### src/rtl/pipe_stage_reg.sv
// Handshaked stage register, optional 2-entry skid buffer, sync flush; 1-cycle latency, 1 beat/cycle.
// Backpressure: in_ready from inverted skid-valid flop (SKID_EN=1) or out_ready|~out_valid (SKID_EN=0).
module pipe_stage_reg #(
    parameter int DATA_W       = 32,
    parameter bit SKID_EN      = 1'b1,
    parameter bit CLR_ON_FLUSH = 1'b1
) (
    input  logic              clk,
    input  logic              reset,
    input  logic              flush,
    input  logic              in_valid,
    output logic              in_ready,
    input  logic [DATA_W-1:0] in_data,
    output logic              out_valid,
    input  logic              out_ready,
    output logic [DATA_W-1:0] out_data,
    output logic [1:0]        occupancy
);

    logic in_xfer;
    logic out_xfer;

    assign in_xfer  = in_valid & in_ready;
    assign out_xfer = out_valid & out_ready;

    if (SKID_EN) begin : g_skid
        typedef enum logic [1:0] {
            EMPTY = 2'd0,
            ONE   = 2'd1,
            FULL  = 2'd2
        } state_t;

        state_t            state;
        logic [DATA_W-1:0] main_dat;
        logic [DATA_W-1:0] skid_dat;
        logic              main_vld;
        logic              skid_vld;

        always_ff @(posedge clk or negedge reset) begin
            if (!reset) begin
                state    <= EMPTY;
                main_dat <= '0;
                skid_dat <= '0;
                main_vld <= 1'b0;
                skid_vld <= 1'b0;
            end else if (flush) begin
                // Flush wins over any beat offered or drained this cycle.
                state    <= EMPTY;
                main_vld <= 1'b0;
                skid_vld <= 1'b0;
                if (CLR_ON_FLUSH) begin
                    main_dat <= '0;
                    skid_dat <= '0;
                end
            end else begin
                case (state)
                    EMPTY: begin
                        if (in_xfer) begin
                            main_dat <= in_data;
                            main_vld <= 1'b1;
                            state    <= ONE;
                        end
                    end
                    ONE: begin
                        if (in_xfer && out_xfer) begin
                            main_dat <= in_data;
                        end else if (in_xfer) begin
                            skid_dat <= in_data;
                            skid_vld <= 1'b1;
                            state    <= FULL;
                        end else if (out_xfer) begin
                            main_vld <= 1'b0;
                            state    <= EMPTY;
                        end
                    end
                    FULL: begin
                        if (out_xfer) begin
                            main_dat <= skid_dat;
                            skid_vld <= 1'b0;
                            state    <= ONE;
                        end
                    end
                    default: begin
                        state    <= EMPTY;
                        main_vld <= 1'b0;
                        skid_vld <= 1'b0;
                    end
                endcase
            end
        end

        assign in_ready  = ~skid_vld;
        assign out_valid = main_vld;
        assign out_data  = main_dat;
        assign occupancy = {skid_vld, main_vld & ~skid_vld};
    end else begin : g_single
        logic [DATA_W-1:0] main_dat;
        logic              main_vld;

        always_ff @(posedge clk or negedge reset) begin
            if (!reset) begin
                main_dat <= '0;
                main_vld <= 1'b0;
            end else if (flush) begin
                main_vld <= 1'b0;
                if (CLR_ON_FLUSH) begin
                    main_dat <= '0;
                end
            end else if (in_xfer) begin
                main_dat <= in_data;
                main_vld <= 1'b1;
            end else if (out_xfer) begin
                main_vld <= 1'b0;
            end
        end

        assign in_ready  = out_ready | ~main_vld;
        assign out_valid = main_vld;
        assign out_data  = main_dat;
        assign occupancy = {1'b0, main_vld};
    end

endmodule

### config.mk
export PLATFORM = sky130hd
export DESIGN_NAME = pipe_stage_reg
export DESIGN_NICKNAME = d
export VERILOG_FILES = /design/src/rtl/pipe_stage_reg.sv
export SDC_FILE = /design/constraint.sdc
export NUM_CORES = 1
export LEC_CHECK = 0
export CAP_MARGIN = 25
export CORE_MARGIN = 5
export CORE_UTILIZATION = 54
export DETAILED_ROUTE_END_ITERATION = 8
export GPL_TIMING_DRIVEN = 0
export PLACE_DENSITY = 0.83
export SLEW_MARGIN = 20
export SYNTH_ARGS = -nofsm -noshare
export SYNTH_HDL_FRONTEND = slang
export SYNTH_SLANG_ARGS = --single-unit
export TNS_END_PERCENT = 1
### constraint.sdc
create_clock -name clk -period 2.67 [get_ports clk]
set_input_delay 0.267 -clock clk [delete_from_list [all_inputs] [get_ports clk]]
set_output_delay 0.267 -clock clk [all_outputs]
set_load 0.01 [all_outputs]
==> load_flow_metrics.sql <==
INSERT INTO impl_metrics (metric_group, metric, value, unit) VALUES
('clock_tree', 'cts_inserted_buffers', '9', ''),
('clock_tree', 'post_cts_resize_count', '0', ''),
('global_route', 'grt_first_pass_wirelength', '12.9', 'mm'),
('floorplanning', 'chipHeight', '87.1', 'um'),
('placed_design', 'place_congestion', '0.814', ''),
('timing', 'final_min_period_over_clock_period', '0.673', ''),
('timing', 'unrepaired_setup_endpoints_after_global_routing', 'false', ''),
('floorplanning', 'floorplan.core_area', '0.00585', 'mm2'),
('timing', 'finalWorstPathRequiredPeriod', '1.80', 'ns'),
('timing', 'timing_worst_slew_pin_value', '0.549', 'ns'),
('critical_path', 'reg2reg_to', 'out_data[9]', ''),
('yosys', 'netlist_cell_types', '27', ''),
('power_and_ir_drop', 'p_leak', '1.75', 'nW'),
('global_route', 'vias_in_the_first_global_route', '2630', ''),
('timing', 'number_of_hold_slack_violations_in_the_final_timing_report', '0', ''),
('placed_design', 'dpl.cell_count', '463', ''),
('layout', 'area.growth.synth_to_final', '31.9', '%'),
('layout', 'num-fill-cells', '447', ''),
('placed_design', 'dp_hpwl', '5.59', 'mm'),
('timing', 'timing.final.setup_violations', '0', ''),
('clock_tree', 'worstSkewPairLatency', '0.35', 'ns'),
('power_and_ir_drop', 'maximum_vdd_ir_drop', '0.000395', 'V'),
('clock_tree', 'clk_pin_slew', '0.07', 'ns'),
('yosys', 'postSynthCellCount', '316', ''),
('critical_path', 'type_of_destination_of_the_critical_path', 'flip-flop', ''),
('yosys', 'yosys_warnings', '0', ''),
('critical_path', 'crit_chain', 'nor2b_1 -> buf_2 -> buf_2 -> mux2i_1 -> nor3_1 -> a31o_1', ''),
('critical_path', 'path_max_fanout', '10', ''),
('clock_tree', 'post_cts.repair.setup_buffers', '0', ''),
('layout', 'drive_gt1_frac', '0.0988', ''),
('yosys', 'synth.cell_area', '0.00321', 'mm2'),
('layout', 'utilization', '0.723', ''),
('yosys', 'postSynthAreaPerCell', '10.2', 'um2'),
('run_status', 'status', 'completed', ''),
('critical_path', 'cp_common_cell', 'sky130_fd_sc_hd__buf_2', ''),
('critical_path', 'slowest_delay', '0.46', 'ns'),
('critical_path', 'reg2reg_depth', '6', ''),
('drt', 'first_pass_iters', '4', ''),
('timing', 'fmax', '0.557', 'GHz'),
('yosys', 'synth-seq-area-share', '0.530', ''),
('timing', 'worst_slew_margin_rel', '0.634', ''),
('critical_path', 'worst_setup_path_start_kind', 'flip-flop', ''),
('clock_tree', 'clk_root_buffer_cell', 'sky130_fd_sc_hd__clkbuf_8', ''),
('critical_path', 'cp.arrival', '2.04', 'ns'),
('drt', 'vias_per_cell', '5.66', ''),
('drt', 'met3WireLength', '633', 'um'),
('clock_tree', 'cts_tree', 'yes', ''),
('timing', 'timing.setup.tns', '0', 'ns'),
('critical_path', 'cpMaxStageDelayCell', 'sky130_fd_sc_hd__dfrtp_1', ''),
('layout', 'antenna_cells', '0', ''),
('drt', 'routed-via-count', '2719', ''),
('timing', 'final_max_slew_viol_count', '0', ''),
('critical_path', 'internal_reg_to_reg_setup_slack', '0.87', 'ns'),
('global_route', 'maximum_number_of_pins_on_one_net_before_global_route_repair', '58', ''),
('floorplanning', 'floorplan.io_pins', '73', ''),
('placed_design', 'post-place-ws', '0.692', 'ns'),
('timing', 'final_critical_path_setup_slack', '0.874', 'ns'),
('floorplanning', 'std_cell_rows', '28', ''),
('hold_path', 'hold_path_class', 'in -> async', ''),
('global_route', 'overflow', '0', ''),
('floorplanning', 'start_util', '0.548', ''),
('clock_tree', 'cts.sink_count', '68', ''),
('drt', 'detail-route-antenna-nets', '0', ''),
('critical_path', 'category_of_the_critical_setup_timing_path', 'reg -> reg', ''),
('layout', 'finalNetCount', '437', ''),
('power_and_ir_drop', 'cellPowerDensity', '670', 'mW/mm2'),
('timing', 'finClkSkew', '0.00574', 'ns'),
('critical_path', 'worst-endpoint-required', '2.91', 'ns'),
('clock_tree', 'cts.hold.buffers_added', '1', ''),
('yosys', 'synth_largest_area_cell', 'sky130_fd_sc_hd__dfrtp_1', ''),
('global_route', 'antenna_found_initial', '0', '');
## critical path: cells and delay by family (launching register included)
family / cells / cell delay (ns)
and+or+nand+nor: 2 / 0.20
muxes: 1 / 0.29
DFF: 1 / 0.46
AOI/OAI and AO/OA: 1 / 0.21
buffers and inverters: 2 / 0.53
## flip-flops by register name (all words and copies together) (netlist names)
register / flops
g_skid.skid_dat: 32
out_data: 32
out_valid: 1
g_skid.skid_vld: 1
g_skid.state: 2
## metrics by stage
| step | power [mW] | area, um2 |
|---|---|---|
| 6_report | 2.84 | 4230 |
| 5_1_grt | 2.98 | 4230 |
| 4_1_cts | 2.86 | 4230 |
| 3_5_place_dp | 2.05 | 4040 |
| 3_3_place_gp | 2.02 | 4010 |
| 2_1_floorplan | 1.68 | 3210 |
## logic make-up after synthesis
family | Yosys count | share of synthesized area
and+or+nand+nor | 110 | 0.152
AOI/OAI and AO/OA | 72 | 0.160
DFF | 68 | 0.530
buffers and inverters | 33 | 0.0554
muxes | 32 | 0.0998
xor gates and xnor gates | 1 | 0.00273
## report_power, final
| group | switching, mW | internal (mW) | total (mW) |
|---|---|---|---|
| Clock | 0.380 | 0.423 | 0.803 |
| Sequential | 0.0805 | 1.15 | 1.23 |
| Combinational | 0.399 | 0.408 | 0.806 |
## layout make-up
type / count / area [um2] / area share
Timing Repair Buffer: 73 / 746 / 0.176
Buffer: 29 / 163 / 0.0385
Clock buffer: 10 / 128 / 0.0302
Clock inverter: 6 / 55.1 / 0.0130
Sequential cell: 68 / 1700 / 0.402
Multi-Input combinational cell: 215 / 1330 / 0.314
Tap cell: 75 / 93.8 / 0.0222
Inverter: 4 / 15.0 / 0.00355
## how the worst max path moves through the flow
stage | start | endpoint | slack, ns | cells past startpoint
2_1_floorplan | out_valid | out_data[0] | 1.16 | 5
4_1_cts | g_skid.state[0] | out_data[9] | 0.87 | 6
3_5_place_dp | out_ready | out_data[0] | 0.69 | 6
3_3_place_gp | reset | g_skid.skid_dat[14] | -0.91 | 1
6_report | g_skid.state[0] | out_data[9] | 0.87 | 6
5_1_grt | g_skid.state[0] | out_data[9] | 0.75 | 6
## cell usage after synthesis
cell type / count
sky130_fd_sc_hd__a21bo_2: 1
sky130_fd_sc_hd__a21oi_1: 34
sky130_fd_sc_hd__a22o_1: 1
sky130_fd_sc_hd__a22oi_1: 1
sky130_fd_sc_hd__a31o_1: 28
sky130_fd_sc_hd__a31o_2: 4
sky130_fd_sc_hd__a31oi_4: 1
sky130_fd_sc_hd__and2_1: 1
sky130_fd_sc_hd__and4b_1: 1
sky130_fd_sc_hd__and4bb_2: 1
sky130_fd_sc_hd__buf_1: 1
sky130_fd_sc_hd__buf_2: 7
sky130_fd_sc_hd__buf_4: 6
sky130_fd_sc_hd__buf_6: 3
sky130_fd_sc_hd__clkbuf_1: 12
sky130_fd_sc_hd__dfrtp_1: 68
sky130_fd_sc_hd__inv_1: 4
sky130_fd_sc_hd__mux2i_1: 32
sky130_fd_sc_hd__nand2_1: 66
sky130_fd_sc_hd__nand2b_1: 1
sky130_fd_sc_hd__nand3b_1: 1
sky130_fd_sc_hd__nor2_1: 3
sky130_fd_sc_hd__nor2b_1: 4
sky130_fd_sc_hd__nor3_1: 32
sky130_fd_sc_hd__o211a_1: 1
sky130_fd_sc_hd__o21ai_0: 1
sky130_fd_sc_hd__xnor2_1: 1
## metal layers
layer / GRT usage / vias to the layer above
met5: 0 / -
met4: 0.0850 / 0
met3: 0.0681 / 13
met2: 0.334 / 97
met1: 0.308 / 1335
li1: - / 1274
No activity file was read; power rests on OpenSTA's default activity.
